--- config.mk ---
export PLATFORM = sky130hd
export DESIGN_NAME = brush_stamp_writer
export DESIGN_NICKNAME = d
export VERILOG_FILES = /design/src/rtl/brush_stamp_writer.sv
export SDC_FILE = /design/constraint.sdc
export NUM_CORES = 1
export LEC_CHECK = 0
export CAP_MARGIN = 20
export CORE_MARGIN = 10
export CORE_UTILIZATION = 43
export DETAILED_ROUTE_END_ITERATION = 10
export GPL_TIMING_DRIVEN = 1
export PLACE_DENSITY_LB_ADDON = 0.15
export RECOVER_POWER = 100
export SYNTH_ARGS = -nofsm -noshare
export SYNTH_HDL_FRONTEND = slang
export SYNTH_SLANG_ARGS = --single-unit
--- constraint.sdc ---
create_clock -name clk_clk -period 5.42 [get_ports clk_clk]
set_clock_uncertainty 0.2 [all_clocks]
set_input_delay 1.084 -clock clk_clk [delete_from_list [all_inputs] [get_ports clk_clk]]
set_output_delay 1.084 -clock clk_clk [all_outputs]
set_load 0.02 [all_outputs]
--- src/rtl/brush_stamp_writer.sv ---
// brush_stamp_writer
//   Converts cursor positions into square brush stamps on the frame buffer.
//   While paint_en is held and the cursor has moved (or painting has just
//   started), the block scans a (2r+1)x(2r+1) square centred on the cursor in
//   row-major order. Each on-screen pixel becomes one write on a req/ack port.
//   Off-screen pixels are skipped at one cycle each.
//
// Ports
//   clk_clk, reset_reset        clock, synchronous active-high reset
//   cursor_x/y, paint_en        cursor position and paint button
//   brush_radius, brush_color   brush half-size (clamped to MAX_RADIUS), colour
//   fb_req/addr/data, fb_ack    single-pixel frame-buffer write handshake
//   busy                        stamp in progress (SCAN/WAIT/DONE)
//   stamp_done                  one-cycle pulse as a stamp finishes
module brush_stamp_writer #(
  parameter int SCREEN_W   = 640,
  parameter int SCREEN_H   = 480,
  parameter int MAX_RADIUS = 7,
  parameter int ADDR_W     = 19,
  parameter int COLOR_W    = 16
) (
  input  logic               clk_clk,
  input  logic               reset_reset,
  input  logic [15:0]        cursor_x,
  input  logic [15:0]        cursor_y,
  input  logic               paint_en,
  input  logic [2:0]         brush_radius,
  input  logic [COLOR_W-1:0] brush_color,
  output logic               fb_req,
  output logic [ADDR_W-1:0]  fb_addr,
  output logic [COLOR_W-1:0] fb_data,
  input  logic               fb_ack,
  output logic               busy,
  output logic               stamp_done
);

  typedef enum logic [1:0] {S_IDLE, S_SCAN, S_WAIT, S_DONE} state_e;

  state_e              state_q, state_d;
  logic [15:0]         cx_q, cx_d, cy_q, cy_d;
  logic [15:0]         last_x_q, last_x_d, last_y_q, last_y_d;
  logic [COLOR_W-1:0]  color_q, color_d;
  logic [2:0]          r_q, r_d;
  logic signed [3:0]   dx_q, dx_d, dy_q, dy_d;
  logic                first_q, first_d;
  logic                fb_req_q, fb_req_d;
  logic [ADDR_W-1:0]   fb_addr_q, fb_addr_d;
  logic [COLOR_W-1:0]  fb_data_q, fb_data_d;

  // Pixel under the scan, 17-bit signed so that cx+dx can go below zero.
  logic signed [16:0]  px, py;
  logic signed [3:0]   r_s;
  logic                on_screen, last_pix, trigger;
  logic [2:0]          r_in;
  logic signed [3:0]   dx_adv, dy_adv;
  logic [ADDR_W-1:0]   px_a, py_a, pix_addr;

  assign r_s = $signed({1'b0, r_q});
  assign px  = $signed({1'b0, cx_q}) + $signed({{13{dx_q[3]}}, dx_q});
  assign py  = $signed({1'b0, cy_q}) + $signed({{13{dy_q[3]}}, dy_q});

  // Sign bit clear means non-negative; then the low 16 bits are the value.
  assign on_screen = !px[16] && (px[15:0] < 16'(SCREEN_W)) &&
                     !py[16] && (py[15:0] < 16'(SCREEN_H));

  assign px_a     = ADDR_W'(px[15:0]);
  assign py_a     = ADDR_W'(py[15:0]);
  assign pix_addr = py_a * ADDR_W'(SCREEN_W) + px_a;

  assign last_pix = (dx_q == r_s) && (dy_q == r_s);

  // Row-major step: dx wraps to -r and bumps dy at the end of each row.
  assign dx_adv = (dx_q == r_s) ? -r_s : dx_q + 4'sd1;
  assign dy_adv = (dx_q == r_s) ? dy_q + 4'sd1 : dy_q;

  assign r_in    = (brush_radius > 3'(MAX_RADIUS)) ? 3'(MAX_RADIUS) : brush_radius;
  assign trigger = paint_en &&
                   (first_q || (cursor_x != last_x_q) || (cursor_y != last_y_q));

  always_comb begin
    state_d   = state_q;
    cx_d      = cx_q;
    cy_d      = cy_q;
    last_x_d  = last_x_q;
    last_y_d  = last_y_q;
    color_d   = color_q;
    r_d       = r_q;
    dx_d      = dx_q;
    dy_d      = dy_q;
    first_d   = first_q;
    fb_req_d  = fb_req_q;
    fb_addr_d = fb_addr_q;
    fb_data_d = fb_data_q;

    unique case (state_q)
      S_IDLE: begin
        if (!paint_en) first_d = 1'b1;
        if (trigger) begin
          cx_d    = cursor_x;
          cy_d    = cursor_y;
          color_d = brush_color;
          r_d     = r_in;
          dx_d    = -$signed({1'b0, r_in});
          dy_d    = -$signed({1'b0, r_in});
          first_d = 1'b0;
          state_d = S_SCAN;
        end
      end
      S_SCAN: begin
        if (on_screen) begin
          fb_req_d  = 1'b1;
          fb_addr_d = pix_addr;
          fb_data_d = color_q;
          state_d   = S_WAIT;
        end else begin
          dx_d    = dx_adv;
          dy_d    = dy_adv;
          state_d = last_pix ? S_DONE : S_SCAN;
        end
      end
      S_WAIT: begin
        if (fb_ack) begin
          fb_req_d = 1'b0;
          dx_d     = dx_adv;
          dy_d     = dy_adv;
          state_d  = last_pix ? S_DONE : S_SCAN;
        end
      end
      S_DONE: begin
        last_x_d = cx_q;
        last_y_d = cy_q;
        state_d  = S_IDLE;
      end
      default: state_d = S_IDLE;
    endcase
  end

  always_ff @(posedge clk_clk) begin
    if (reset_reset) begin
      state_q   <= S_IDLE;
      cx_q      <= '0;
      cy_q      <= '0;
      last_x_q  <= '0;
      last_y_q  <= '0;
      color_q   <= '0;
      r_q       <= '0;
      dx_q      <= '0;
      dy_q      <= '0;
      first_q   <= 1'b1;
      fb_req_q  <= 1'b0;
      fb_addr_q <= '0;
      fb_data_q <= '0;
    end else begin
      state_q   <= state_d;
      cx_q      <= cx_d;
      cy_q      <= cy_d;
      last_x_q  <= last_x_d;
      last_y_q  <= last_y_d;
      color_q   <= color_d;
      r_q       <= r_d;
      dx_q      <= dx_d;
      dy_q      <= dy_d;
      first_q   <= first_d;
      fb_req_q  <= fb_req_d;
      fb_addr_q <= fb_addr_d;
      fb_data_q <= fb_data_d;
    end
  end

  assign fb_req     = fb_req_q;
  assign fb_addr    = fb_addr_q;
  assign fb_data    = fb_data_q;
  assign busy       = (state_q != S_IDLE);
  assign stamp_done = (state_q == S_DONE);

endmodule

==> impl_metrics.py <==
metrics = {
    "placement": {
        "dp_hpwl_um": 15200,
        "place_area_um2": 9180,
        "pre_cts_slack_ns": 0.737,
        "io_buffer_count": 92,
        "routabilityCongestion": 0.878,
    },
    "clock_network": {
        "cts_tree": "done",
        "clock_path_buffers": 2,
        "ctsResizeCount": 0,
        "clk_pin_slew_ns": 0.07,
        "clock_insertion_delay_worst_skew_ns": 0.43,
        "cts.sink_count": 130,
        "ctsHoldBuffers": 0,
        "htreeDepth": 4,
        "post-cts-setup-buffers": 0,
        "cts_root_buffer": "clkbuf_16",
        "cts_buffers": 17,
    },
    "grt": {
        "grt_start_max_net_pins": 95,
        "grt_overflow": 0,
        "grt_pass1_vias": 6394,
        "antenna_found_initial": 1,
        "grtUsageTotal_pct": 16.6,
        "grt_pass1_wl_um": 33000,
    },
    "sta": {
        "worst_pin_slew_ns": 2.02,
        "min_period_ns": 4.97,
        "worst_slack_ns": 0.450,
        "fin_setup_tns_ns": 0,
        "setup_violations": 0,
        "fin_crit_sh_pct": 91.7,
        "grt_setup_unrepaired": "false",
        "hold_viol_final": 0,
        "maxSlewHeadroom_pct": -34.6,
        "drv_slew": 164,
        "timing.fmax_ghz": 0.201,
    },
    "setup_path": {
        "crit_path_end_kind": "flip-flop",
        "cp.required_ns": 5.45,
        "cp_top_family": "simple AND/OR/NAND/NOR gates",
        "cp_max_fo": 26,
        "start_kind": "input port",
        "worstSetupPathType": "input port to flip-flop",
        "worstPathCellList": "dlygate4sd3_1 > xnor2_1 > nand4_1 > nor4_1 > nand3_1 > nand3_1 > clkbuf_2 > mux2i_1 > nor2_1",
        "slowest_stage": "nand3_1",
        "cp.arrival_ns": 5.00,
        "max_stage_delay_ns": 1.11,
        "cp_num_buf_inv": 2,
        "path_common_cell": "nand3_1",
    },
    "cells_and_area": {
        "nFillCells": 1749,
        "multi_input_area_um2": 5150,
        "finish.net_count": 1102,
        "area_growth_pct": 20.6,
        "final_common_cell": "nor2_1",
        "register_area_um2": 2600,
        "final_cell_mix": "nor2_1, dfxtp_1, mux2i_1",
        "drive_gt1_share_pct": 6.05,
        "postLayoutCellArea_um2": 9720,
        "antennaDiodeCount": 0,
    },
    "yosys": {
        "synth_warnings": 0,
        "syn_inst": 896,
        "async_reset_ff_share_pct": 0,
        "seq_area_frac_synth_pct": 32.3,
        "synth_area_um2": 8060,
        "synth_edf_count": 0,
        "postSynthNetCount": 1020,
        "synth_seq_cells": 130,
        "synthFlopType": "dfxtp_1",
        "synth_cell_types": 67,
        "synth.avg_cell_area_um2": 8.99,
    },
    "route": {
        "drt-met1-wl_um": 9480,
        "met3_length_um": 1310,
        "vias_per_cell": 5.28,
        "ant_nets": 0,
        "routed_wirelength_um": 20200,
        "wire_per_inst_um": 16.5,
        "dr.pass1.iters": 5,
        "top_layer": "met4",
        "drt_drc_violations_left": 0,
        "drtIter0Drc": 349,
        "vias": 6471,
        "wl_met2_um": 9050,
    },
    "die": {
        "initial_utilization_pct": 43.4,
        "die-area_um2": 24600,
        "fp.dieW_um": 157,
        "chipHeight_um": 157,
        "ios": 93,
        "fp-row-count": 50,
        "core_area_um2": 18600,
    },
    "pwr": {
        "total_power_mw": 3.57,
        "powerDensity_nw_per_um2": 367,
        "p_leak_nw": 4.43,
        "vdd_ir_drop_max_mv": 0.215,
    },
    "run_status": {
        "violations": "capacitance limit, slew limit",
        "status": "finished, violations left",
    },
    "run": {
        "drv_cap": 3,
    },
    "min_path": {
        "hp-class": "flip-flop to flip-flop",
    },
}
==> worst paths after layout <==
| check | to | start | slack [ns] | depth (start not counted) |
|---|---|---|---|---|
| setup / recovery | color_q[3] | cursor_y[9] | 0.45 | 9 |
| setup reg to reg | fb_data[3] | dx_q[3] | 0.53 | 12 |
| hold / removal | fb_addr[11] | fb_addr[11] | 0.29 | 2 |
| hold reg to reg | fb_addr[11] | fb_addr[11] | 0.29 | 2 |
==> area by class of cell <==
| type | count | area share, % |
|---|---|---|
| clock buffers | 18 | 4.52 |
| flip-flops and latches | 130 | 26.8 |
| inverters | 34 | 1.31 |
| clock inverters | 14 | 1.49 |
| repair buffers | 99 | 9.88 |
| well taps | 234 | 3.01 |
| multi-input cells | 696 | 53.0 |
==> synthesized netlist by cell type (7+ instances only) <==
cell type,number,area share (%)
nand4_1,9,0.70
nand2_1,37,1.7
dfxtp_1,130,32
a21oi_1,42,2.6
nand2b_1,7,0.54
nor2_1,152,7.1
mux2i_1,117,15
xor2_1,21,2.3
and2_1,11,0.85
inv_1,34,1.6
nand3_1,16,0.99
a21o_1,18,1.7
buf_1,9,0.42
a31oi_1,9,0.70
ha_1,65,10
o21a_1,8,0.75
o21ai_0,22,1.4
xnor2_1,63,6.8
clkbuf_1,18,0.84
==> power breakdown <==
part	total [mW]	leakage, nW	internal (mW)	switching, mW
Sequential	1.05	1.06	1.00	0.0531
Combinational	1.36	3.10	0.624	0.739
Clock	1.15	0.278	0.658	0.492
Total	3.57	4.43	2.28	1.28
==> worst reg2reg max path, delay by kind of cell (launching register included) <==
kind | cells | cell delay, ns
buf+inv | 2 | 0.87
mux | 1 | 0.18
flops | 1 | 0.51
fa+ha+maj | 1 | 0.30
compound gates | 4 | 0.82
simple gates | 3 | 1.62
xor+xnor | 1 | 0.19
==> through the flow <==
| stage | utilization [%] | std cells | hold WS [ns] |
|---|---|---|---|
| 2_1_floorplan | - | 896 | 0.257 |
| 3_3_place_gp | 49.4 | 1193 | 0.270 |
| 3_5_place_dp | 49.4 | 1193 | 0.281 |
| 4_1_cts | 52.5 | 1225 | 0.296 |
| 5_1_grt | 52.3 | 1225 | 0.314 |
| 6_report | 52.3 | 1225 | 0.286 |
==> cells by family (layout without fill, tap and decap cells) <==
family	Yosys count	after routing	synth area share, %
AOI/OAI and AO/OA	165	165	14.5
xor gates and xnor gates	84	84	9.13
adders and majority gates	69	69	11.1
buffers and inverters	70	165	3.66
DFF	130	130	32.3
muxes	118	118	14.7
and+or+nand+nor	260	260	14.6
==> per-layer routing <==
| layer | vias to the layer above | GRT usage (%) |
|---|---|---|
| li1 | 3340 | - |
| met1 | 2992 | 20.9 |
| met2 | 114 | 26.0 |
| met3 | 25 | 6.17 |
| met4 | 0 | 5.08 |
| met5 | - | 0 |
==> flip-flops by register name (all words and copies together) (netlist names) <==
name / count
dy_q: 4
state_q: 2
first_q: 1
fb_addr: 19
last_y_q: 16
fb_req: 1
r_q: 3
dx_q: 4
fb_data: 16
cy_q: 16
cx_q: 16
color_q: 16
last_x_q: 16
(Power assumes the default switching activity.)
